File: config.mk
export PLATFORM = sky130hd
export DESIGN_NAME = arbitro_memoria
export DESIGN_NICKNAME = d
export VERILOG_FILES = /design/src/rtl/arbitro_memoria.sv
export SDC_FILE = /design/constraint.sdc
export NUM_CORES = 1
export LEC_CHECK = 0
export ABC_AREA = 1
export BUFFER_PORTS_ARGS = -buffer_cell sky130_fd_sc_hd__buf_2
export CORE_MARGIN = 8
export CORE_UTILIZATION = 38
export DETAILED_ROUTE_END_ITERATION = 6
export HOLD_SLACK_MARGIN = 0.12
export MAX_ROUTING_LAYER = met4
export PLACE_DENSITY = 0.79
export SETUP_SLACK_MARGIN = 0.02
export SKIP_LAST_GASP = 1
export SYNTH_ARGS = -nofsm -noshare
export SYNTH_HDL_FRONTEND = slang
export SYNTH_SLANG_ARGS = --single-unit
export TNS_END_PERCENT = 100
File: constraint.sdc
create_clock -name clock -period 2 [get_ports clock]
set_clock_uncertainty 0.15 [all_clocks]
set_input_delay 0.5 -clock clock [delete_from_list [all_inputs] [get_ports clock]]
set_output_delay 0.5 -clock clock [all_outputs]
set_load 0.05 [all_outputs]
File: src/rtl/arbitro_memoria.sv
// arbitro_memoria: round-robin arbiter for the shared 8-bit memory/peripheral
// bus. Two requesters: the processor datapath (cpu) and the DMA/program-loader
// port (dma). An owner keeps the bus for up to MAX_BURST transfers and then
// yields if the other side is waiting. If nobody is waiting, it keeps the bus
// and starts a new burst count.
//
// Optional feature: define ARBITRO_TURNAROUND_EN to insert one dead cycle
// (TURN) after every release. In that cycle nobody is granted and the bus is
// driven to zero. Without the macro, a release hands the bus directly to the
// other requester if it is asking.
//
// Request/grant handshake: req_x acts as "valid" and gnt_x acts as "ready".
// A transfer happens in every cycle where both gnt_x and req_x are high.
// While req_x is high and gnt_x is low, the requester holds addr/wdata/write
// stable. A requester may drop req_x at any time; this cancels the request.
// gnt_x falls one edge after req_x drops. During that lag cycle write stays
// low because it is gated by req_x.
//
// The arbitration state is readable from the internal signals state,
// last_owner and burst_cnt.

module arbitro_memoria #(
  parameter int ADDR_W    = 8,
  parameter int DATA_W    = 8,
  parameter int MAX_BURST = 4
) (
  input  logic              clock,
  input  logic              reset,
  input  logic              req_cpu,
  input  logic [ADDR_W-1:0] addr_cpu,
  input  logic [DATA_W-1:0] wdata_cpu,
  input  logic              write_cpu,
  input  logic              req_dma,
  input  logic [ADDR_W-1:0] addr_dma,
  input  logic [DATA_W-1:0] wdata_dma,
  input  logic              write_dma,
  output logic              gnt_cpu,
  output logic              gnt_dma,
  output logic [ADDR_W-1:0] endereco_mem,
  output logic [DATA_W-1:0] dado_para_mem,
  output logic              write,
  output logic              ocupado
);

  localparam int CNT_W = $clog2(MAX_BURST + 1);
  localparam logic [CNT_W-1:0] BURST_LAST = CNT_W'(MAX_BURST);
  localparam logic OWNER_CPU = 1'b0;
  localparam logic OWNER_DMA = 1'b1;

`ifdef ARBITRO_TURNAROUND_EN
  typedef enum logic [1:0] {
    ST_IDLE = 2'd0,
    ST_CPU  = 2'd1,
    ST_DMA  = 2'd2,
    ST_TURN = 2'd3
  } state_t;
`else
  typedef enum logic [1:0] {
    ST_IDLE = 2'd0,
    ST_CPU  = 2'd1,
    ST_DMA  = 2'd2
  } state_t;
`endif

  state_t           state;
  logic             last_owner;   // 0 = cpu, 1 = dma
  logic [CNT_W-1:0] burst_cnt;

  logic             own_req;
  logic             other_req;
  state_t           other_state;
  logic [CNT_W-1:0] cnt_inc;
  logic             burst_done;
  state_t           idle_next;
  state_t           rel_next;

  // Owner/other view of the requests; meaningful only in CPU/DMA states.
  always_comb begin
    own_req     = 1'b0;
    other_req   = 1'b0;
    other_state = ST_IDLE;
    case (state)
      ST_CPU: begin
        own_req     = req_cpu;
        other_req   = req_dma;
        other_state = ST_DMA;
      end
      ST_DMA: begin
        own_req     = req_dma;
        other_req   = req_cpu;
        other_state = ST_CPU;
      end
      default: begin
        own_req     = 1'b0;
        other_req   = 1'b0;
        other_state = ST_IDLE;
      end
    endcase
  end

  // Burst accounting: this cycle's transfer would be the last of the burst.
  always_comb begin
    cnt_inc    = burst_cnt + CNT_W'(1);
    burst_done = (cnt_inc == BURST_LAST);
  end

  // Arbitration from an ungranted state. On a tie, the requester that did not
  // own the bus last wins.
  always_comb begin
    idle_next = ST_IDLE;
    if (req_cpu && req_dma) begin
      idle_next = (last_owner == OWNER_DMA) ? ST_CPU : ST_DMA;
    end else if (req_cpu) begin
      idle_next = ST_CPU;
    end else if (req_dma) begin
      idle_next = ST_DMA;
    end
  end

  // Destination on release: a turnaround slot, or a direct handoff.
  always_comb begin
`ifdef ARBITRO_TURNAROUND_EN
    rel_next = ST_TURN;
`else
    rel_next = other_req ? other_state : ST_IDLE;
`endif
  end

  // Arbitration FSM: grant, burst counting, release and round-robin memory.
  always_ff @(posedge clock) begin
    if (reset) begin
      state      <= ST_IDLE;
      last_owner <= OWNER_DMA;
      burst_cnt  <= '0;
    end else begin
      case (state)
        ST_IDLE: begin
          state <= idle_next;
        end
        ST_CPU, ST_DMA: begin
          if (!own_req || (burst_done && other_req)) begin
            state      <= rel_next;
            last_owner <= (state == ST_DMA) ? OWNER_DMA : OWNER_CPU;
            burst_cnt  <= '0;
          end else if (burst_done) begin
            burst_cnt <= '0;
          end else begin
            burst_cnt <= cnt_inc;
          end
        end
`ifdef ARBITRO_TURNAROUND_EN
        ST_TURN: begin
          state <= idle_next;
        end
`endif
        default: begin
          state     <= ST_IDLE;
          burst_cnt <= '0;
        end
      endcase
    end
  end

  // Grants decode straight from the state register, so they are never both high.
  always_comb begin
    gnt_cpu = (state == ST_CPU);
    gnt_dma = (state == ST_DMA);
    ocupado = gnt_cpu | gnt_dma;
  end

  // Shared bus mux: the owner's signals drive the bus; otherwise it is zero.
  always_comb begin
    endereco_mem  = '0;
    dado_para_mem = '0;
    write         = 1'b0;
    if (gnt_cpu) begin
      endereco_mem  = addr_cpu;
      dado_para_mem = wdata_cpu;
      write         = req_cpu & write_cpu;
    end else if (gnt_dma) begin
      endereco_mem  = addr_dma;
      dado_para_mem = wdata_dma;
      write         = req_dma & write_dma;
    end
  end

endmodule

## After elaboration in Yosys (flattened, before gate mapping)

Index checks and enable logic that the tools add are counted.

| cells by class | value |
|---|---|
| reduce and logical (&&, ||, !) cells | 7 |
| equal/unequal tests | 4 |
| add/subtract/negate cells | 1 |
| bitwise operators | 3 |
| mux-type cells | 20 |

Operators with widths:

| kind | count |
|---|---|
| $mux W8 | 4 |
| $mux W2 | 6 |
| $pmux W2 S2 | 2 |
| $mux W3 | 2 |
| $pmux W3 S2 | 1 |
| $pmux W1 S2 | 2 |
| $add A3 B1 Y3 const B | 1 |
| $eq A3 B3 Y1 const B | 1 |
| $mux W1 | 3 |
| $and A1 B1 Y1 | 2 |
| $eq A2 B1 Y1 const B | 1 |
| $eq A2 B2 Y1 const B | 1 |
| $logic_and A1 B1 Y1 | 2 |
| $logic_not A2 Y1 | 1 |
| $ne A2 B2 Y1 const B | 1 |
| $reduce_and A2 Y1 | 1 |
| $reduce_or A2 Y1 | 1 |
| $logic_not A1 Y1 | 1 |
| $logic_or A1 B1 Y1 | 1 |
| $or A1 B1 Y1 | 1 |

| storage, ports and cells | value |
|---|---|
| register bits | 6 |
| input port bits | 38 |
| word-level logic and storage cells | 38 |
| output and inout port bits | 20 |

## Longest topological paths before layout

Gate-level depths: netlist of the first run.

| depth | value |
|---|---|
| depth after elaboration | 6 |
| depth in mapped cells | 10 |
| gate-level depth less buffers | 9 |

## Least setup slack after synthesis of the first run

OpenSTA, ideal clock, no wires.

| timing | value |
|---|---|
| kind | reg-to-output |
| start | register state[1] |
| end | output write |
| setup slack | -0.937 ns |
| arrival | 2.287 ns |
| path buffers | 1 |
| required time | 1.350 ns |
| stages on the path, launching flop included | 7 |
| cells stage by stage | dfxtp_1 -> inv_1 -> ha_1 -> buf_2 -> clkinv_1 -> nand2_1 -> o21ai_0 |

| between the ends | value |
|---|---|
| elaborated cells between the ends (all ways) | 4 |
| classes of those cells | eq/ne: 2; mux: 2 |

RTL lines:

| what | line | RTL |
|---|---|---|
| start: declaration | 65 | `state_t state;` |
| start signal: assignment | 138 | `state <= idle_next;` |
| start signal: assignment | 142 | `state <= rel_next;` |
| $eq A2 B1 Y1 | 166 | `gnt_cpu = (state == ST_CPU);` |
| named net gnt_cpu | 37 | `output logic gnt_cpu,` |
| $mux W1 | 176 | `if (gnt_cpu) begin` |
| end: declaration | 41 | `output logic write,` |

The timed path passes the listed nets, and every way through them passes these cells.

## Worst setup path after layout of the first run

| timing | value |
|---|---|
| start | register state[1] |
| end | output write |

| between the ends | value |
|---|---|
| word-level cells in the longest chain between the ends | 3 |
| elaborated cells between the ends (all ways) | 4 |
| classes of those cells | eq/ne: 2; mux: 2 |

RTL lines:

| what | line | RTL |
|---|---|---|
| $eq A2 B2 Y1 | 167 | `gnt_dma = (state == ST_DMA);` |
| $mux W1 | 180 | `end else if (gnt_dma) begin` |
| $mux W1 * | 176 |  |

Mark *: on every way between the ends. The rest lies on a longest branch, timed or not.

==> impl_metrics.csv, run 1 <==
group,metric,value,unit
global_routing,antenna_found_initial,1,
placement,port_buffers,57,
power_and_ir_drop,finalPower,0.817,mW
timing,rsz0062_at_grt,"yes",
finish,fillers,59,
logic_synthesis,yosysWarnings,0,
logic_synthesis,yosysTopAreaCellShare,0.248,
global_routing,grt_start_max_net_pins,11,
power_and_ir_drop,leakagePower,0.818,nW
timing,finalSetupViolations,16,
timing,max_freq,479,MHz
timing,slew_headroom,0.831,
logic_synthesis,avgSynthCellArea,5.92,sq um
worst_setup_path,r2r_setup_slack,0.28,ns
route,routed_wl,4.66,mm
power_and_ir_drop,powerDensity,499,nW/um^2
finish,multi_input_area,769,sq um
finish,area_delta_synth_final,131,%
timing,period_share,1.04,
die,initial_core_util,0.407,
finish,seq_area,128,sq um
clock_network,h-tree-depth,1,
worst_setup_path,endpoint_kind,"output pin",
clock_network,cts_inserted_buffers,3,
logic_synthesis,ys_seq_elements,6,
clock_network,clockBufferDepth,2,
hold_path,hold_path_depth,2,
route,routed-via-count,1214,
worst_setup_path,cpMaxStageDelayCell,"dfxtp_4",
die,dieWidth,59.2,microns
global_routing,grt_pass1_vias,1161,
placement,pre_cts_ws,0.0109,ns
clock_network,root_buffer,"clkbuf_4",
run_status,status,"complete, but fails checks",
die,die_h,59.2,microns
worst_setup_path,cp_slowest_stage_delay,0.37,ns
timing,hold_viol,0,
global_routing,grt-ovfl-total,0,
hold_path,min_from,"reset",
placement,dp_hpwl,2.11,mm
global_routing,grt_util_all_layers,0.213,
route,drc,0,
logic_synthesis,synth_edf_count,0,
clock_network,clock_latency,0.24,ns
clock_network,clock_sinks,6,
placement,gp_congestion,0.799,
worst_setup_path,cp.required,1.35,ns
timing,tightest_slew,0.255,ns
worst_setup_path,worst_r2r_path_depth,10,
logic_synthesis,synth_area,711,sq um
worst_setup_path,r2r-end,"last_owner$_SDFFE_PP1P_",
logic_synthesis,ys_types,16,
worst_setup_path,cp_max_fo,5,
worst_setup_path,crit_chain,"inv_4, ha_4, buf_12, clkinv_8, nand2_4, o21ai_4, buf_6",
logic_synthesis,netlist_top_cells_area,"nand2_1 (25%), nand3_1 (20%), dfxtp_1 (17%)",
logic_synthesis,synthArstFlopShare,0,
worst_setup_path,crit_type,"flop to output pin",
timing,period_minus_slack,2.09,ns
run_status,violations,"negative setup slack",
logic_synthesis,yosysSeqAreaShare,0.169,
power_and_ir_drop,ir_worst_vdd,0.000450,V
die,placementRows,15,
hold_path,holdPathEnd,"state[0]$_SDFFE_PP0P_",
finish,layout_common_cells,"buf_2 (39), nand2_1 (23), nand2_4 (20)",
run,drv_cap,0,
worst_setup_path,critPathLaunchType,"flop",
die,ioPinCount,58,
timing,slew_viol_final,0,
logic_synthesis,synth_flop_cell,"dfxtp_1",
logic_synthesis,yosysTopAreaCell,"nand2_1",
die,die-area,3510,sq um
hold_path,hp-class,"input port to flop",
route,drt_pre_antenna_iters,4,
worst_setup_path,crit_arrival,1.44,ns
worst_setup_path,r2r-start,"state[1]$_SDFFE_PP0P_",
logic_synthesis,synth_nets,165,
route,vias_per_cell,5.59,
finish,layout-drive-gt1-share,0.654,
clock_network,cts.clk_slew.worst_paths,0.04,ns
route,detail_route.wl_per_cell,21.5,microns
route,final_antenna_net_count,0,
route,drt_iter0_drc,64,
finish,nets,238,
timing,worst_slack,-0.0886,ns
finish,final_common_cell,"buf_2",
global_routing,grt_first_pass_wirelength,5.62,mm
clock_network,tritoncts,"built",
die,coreArea,1750,sq um
clock_network,cts_hold_buf,0,
logic_synthesis,syn-instance-count,120,
-- repair_timing --
item / 4_1_cts / 5_1_grt
resized for setup: 80 / 18
hold endpoints to repair: 0 / 0
buffers inserted: 8 / 3
cloned: 2 / 1
setup endpoints to repair: 19 / 19
pin swaps: 4 / 15
-- logic make-up after synthesis --
family,synth area share
simple gates,0.530
buf+inv,0.106
flops,0.169
compound gates,0.0722
fa+ha+maj,0.123
-- cell usage after synthesis, types with 2 or more instances --
cell type	count
a21oi_1	5
buf_2	3
dfxtp_1	6
nand2_1	47
ha_1	7
inv_1	11
o21ai_0	2
nand4_1	2
nand3_1	28
nand2_2	3
-- per-layer routing --
metal / track usage / share of wire
met5: - / 0
met4: 0.0785 / 0.040
met3: 0.0738 / 0.12
met2: 0.384 / 0.49
met1: 0.205 / 0.35
-- layout make-up --
cell class / count / share of cell area
Inverter: 12 / 0.0366
Multi-Input combinational cell: 97 / 0.469
Antenna cell: 1 / 0.00153
Timing Repair inverter: 2 / 0.0153
Clock buffer: 3 / 0.0137
Sequential cell: 6 / 0.0779
Timing Repair Buffer: 71 / 0.366
Tap cell: 25 / 0.0191
-- through the flow --
step / area, sq um / TNS, ns / cells / util / hold WS (ns)
after floorplan: 840 / 0 / 120 / - / 0.299
after global placement: 1130 / 0 / 199 / 0.647 / 0.325
after detailed placement: 1130 / 0 / 199 / 0.647 / 0.331
after CTS: 1540 / -0.164 / 212 / 0.880 / 0.327
after global routing: 1640 / -1.21 / 217 / 0.939 / 0.347
final: 1640 / -0.662 / 217 / 0.939 / 0.341
-- sequential cells by signal, indices dropped and copies added (netlist names) --
| register | flops |
|---|---|
| last_owner | 1 |
| state | 2 |
| burst_cnt | 3 |
-- how the worst max path moves through the flow --
stage,from,endpoint,slack [ns],cells past startpoint
floorplan,state[0]$_SDFFE_PP0P_,last_owner$_SDFFE_PP1P_,0.01,7
global placement,state[0]$_SDFFE_PP0P_,write,0.05,5
detailed placement,state[1]$_SDFFE_PP0P_,write,0.01,6
CTS,state[1]$_SDFFE_PP0P_,dado_para_mem[1],-0.02,6
global route,state[1]$_SDFFE_PP0P_,write,-0.11,7
finish,state[1]$_SDFFE_PP0P_,write,-0.09,7
-- where the power goes --
part / switching (mW) / total, mW / leakage (nW) / internal [mW]
clock: 0.0394 / 0.107 / 0.0138 / 0.0676
sequential: 0.0105 / 0.138 / 0.0503 / 0.127
combinational: 0.347 / 0.572 / 0.754 / 0.225
total: 0.397 / 0.817 / 0.818 / 0.420
-- critical path: cells and delay by family (launching register included) --
family	cells	cell delay, ns
AO/OA/AOI/OAI	1	0.17
adder cells (fa/ha/maj)	1	0.17
buffers and inverters	4	0.44
flip-flops	1	0.37
AND/OR/NAND/NOR	1	0.05
No activity file was read; power rests on OpenSTA's default activity.
==> run 2: changes to the inputs <==
ABC_AREA = unset   (was 1)
CORE_UTILIZATION = 35   (was 38)
PLACE_DENSITY = 0.78   (was 0.79)
==> impl_metrics.csv, run 2 <==
group,metric,value,unit
finish,final_cell_area,1440,sq um
die,die-area,3300,sq um
timing,worst_slack,-0.170,ns
worst_setup_path,path_delay_family,"flip-flops",
logic_synthesis,avgSynthCellArea,8.02,sq um
logic_synthesis,yosysWarnings,0,
worst_setup_path,crit_chain,"inv_4, ha_4, nor2b_4, buf_12, a22o_4, buf_8",
logic_synthesis,synth_commonest_cells,"a22o_1 (15), ha_1 (7), nand2_1 (7)",
logic_synthesis,netlist_top_cells_area,"a22o_1 (22%), dfxtp_1 (20%), ha_1 (15%)",
route,drt_pre_antenna_iters,4,
logic_synthesis,synthMostInstantiatedCell,"a22o_1",
timing,max_freq,461,MHz
placement,post-place-cells,153,
placement,pre_cts_ws,-0.125,ns
timing,tightest_slew,0.248,ns
worst_setup_path,cp_max_fo,8,
finish,final_common_cell,"buf_2",
timing,slew_headroom,0.836,
finish,seq_area,128,sq um
global_routing,grt_util_all_layers,0.188,
worst_setup_path,cp.required,1.35,ns
route,drc,0,
worst_setup_path,crit_arrival,1.52,ns
logic_synthesis,synth_area,602,sq um
global_routing,grt_first_pass_wirelength,4.73,mm
worst_setup_path,endpoint_kind,"output pin",
finish,layoutNonFillerInstCount,163,
finish,fillers,80,
hold_path,min_from,"burst_cnt[1]$_SDFFE_PP0N_",
timing,slew_viol_final,0,
finish,layout_common_cells,"buf_2 (38), a22o_4 (15), buf_4 (11)",
finish,largest-register,"burst_cnt",
power_and_ir_drop,power.switching,0.234,mW
finish,nets,193,
timing,tns,-2.48,ns
run_status,status,"complete, but fails checks",
logic_synthesis,yosysTopAreaCell,"a22o_1",
route,drt_iter0_drc,52,
route,routed-via-count,976,
placement,placed_area,1100,sq um
run_status,violations,"negative setup slack",
clock_network,clockBufferDepth,2,
placement,gp_congestion,0.860,
global_routing,antenna_found_initial,0,
route,routed_wl,3.74,mm
route,final_antenna_net_count,0,
die,initial_core_util,0.360,
power_and_ir_drop,p_seq_frac,0.225,
timing,whs,0.340,ns
timing,hold_viol,0,
clock_network,clock_latency,0.25,ns
power_and_ir_drop,ir_worst_vdd,0.000351,V
logic_synthesis,ys_types,25,
logic_synthesis,syn-instance-count,75,
power_and_ir_drop,p_int,0.339,mW
finish,n_antenna_cell,0,
logic_synthesis,ys_seq_elements,6,
global_routing,grt-ovfl-total,0,
die,coreArea,1670,sq um
worst_setup_path,cpMaxStageDelayCell,"dfxtp_4",
timing,finalSetupViolations,19,
die,placementRows,15,
finish,layout-drive-gt1-share,0.740,
worst_setup_path,r2r-start,"state[0]$_SDFFE_PP0P_",
power_and_ir_drop,finalPower,0.573,mW
worst_setup_path,crit_start,"state[0]$_SDFFE_PP0P_",
clock_network,h-tree-depth,1,
timing,rsz0062_at_grt,"yes",
power_and_ir_drop,comb_power_share,0.572,
finish,largest_reg_flops,3,
timing,period_minus_slack,2.17,ns
clock_network,cts_hold_buf,0,
logic_synthesis,yosysTopAreaCellShare,0.218,
logic_synthesis,synth_nets,120,
die,ioPinCount,58,
power_and_ir_drop,powerDensity,399,nW/um^2
finish,area_delta_synth_final,139,%
worst_setup_path,crit_type,"flop to output pin",
clock_network,cts_inserted_buffers,3,
logic_synthesis,synth_edf_count,0,
worst_setup_path,cp_slowest_stage_delay,0.39,ns
logic_synthesis,yosysSeqAreaShare,0.200,
timing,period_share,1.09,
global_routing,grt_pass1_vias,943,
finish,multi_input_area,676,sq um
clock_network,root_buffer,"clkbuf_4",
power_and_ir_drop,clockPowerShare,0.203,
run,drv_cap,0,
clock_network,clock_sinks,6,
die,dieWidth,57.5,microns
logic_synthesis,synth_flop_cell,"dfxtp_1",
power_and_ir_drop,switching_share,0.408,
clock_network,cts.clk_slew.worst_paths,0.05,ns
finish,top_regs,"burst_cnt x3, state x2, last_owner x1",
finish,final_util,0.860,
global_routing,grt_start_max_net_pins,15,
hold_path,hp-class,"flop to flop",
power_and_ir_drop,leakagePower,0.688,nW
logic_synthesis,synthArstFlopShare,0,
route,vias_per_cell,5.99,
placement,dp_hpwl,2.09,mm
worst_setup_path,critPathLaunchType,"flop",
clock_network,tritoncts,"built",
worst_setup_path,crit_buf_inv,3,
route,detail_route.wl_per_cell,23.0,microns
placement,port_buffers,57,
die,die_h,57.5,microns
run 2: timing repair:
| item | 4_1_cts | 5_1_grt |
|---|---|---|
| setup endpoints to repair | 20 | 23 |
| setup buffers | 6 | 1 |
| pin swaps | 2 | 7 |
| gates resized for setup | 49 | 19 |
| hold endpoints to repair | 0 | 0 |
run 2: path summary, 6_finish.rpt:
kind	cells after the start	end	slack, ns
hold / removal	2	burst_cnt[1]$_SDFFE_PP0N_	0.34
setup reg to reg	7	state[0]$_SDFFE_PP0P_	-0.04
setup / recovery	6	dado_para_mem[2]	-0.17
hold reg to reg	2	burst_cnt[1]$_SDFFE_PP0N_	0.34
run 2: worst register-to-register path: cells and delay by family (launching register included):
kind	cells	cell delay (ns)
compound gates	4	0.57
simple gates	1	0.51
buf+inv	1	0.14
flops	1	0.39
fa+ha+maj	1	0.20
run 2: kinds of logic (layout without fill, tap and decap cells):
kind of cell,after synthesis,after routing,share of synthesized area
AO/OA/AOI/OAI,33,33,0.414
XOR/XNOR,1,1,0.0146
adder cells (fa/ha/maj),7,7,0.146
flip-flops,6,6,0.200
buffers and inverters,6,77,0.0374
AND/OR/NAND/NOR,22,22,0.189
run 2: power by group through the flow:
stage | Clock [mW] | Combinational, mW | Sequential, mW
floorplan | 0 | 0.172 | 0.131
CTS | 0.118 | 0.295 | 0.128
detailed placement | 0 | 0.243 | 0.133
global route | 0.122 | 0.341 | 0.129
global placement | 0 | 0.238 | 0.132
finish | 0.116 | 0.328 | 0.129
run 2: final cells by class:
type	count	share of cell area
Timing Repair Buffer	71	0.401
Tap cell	17	0.0148
Inverter	3	0.00958
Sequential cell	6	0.0888
Clock buffer	3	0.0157
Multi-Input combinational cell	63	0.470
run 2: layer usage:
metal,GRT usage,share of wire,vias to the layer above
met5,-,0,-
met4,0.104,0.054,0
met3,0.0807,0.11,15
met2,0.336,0.51,67
met1,0.162,0.33,457
li1,-,-,437
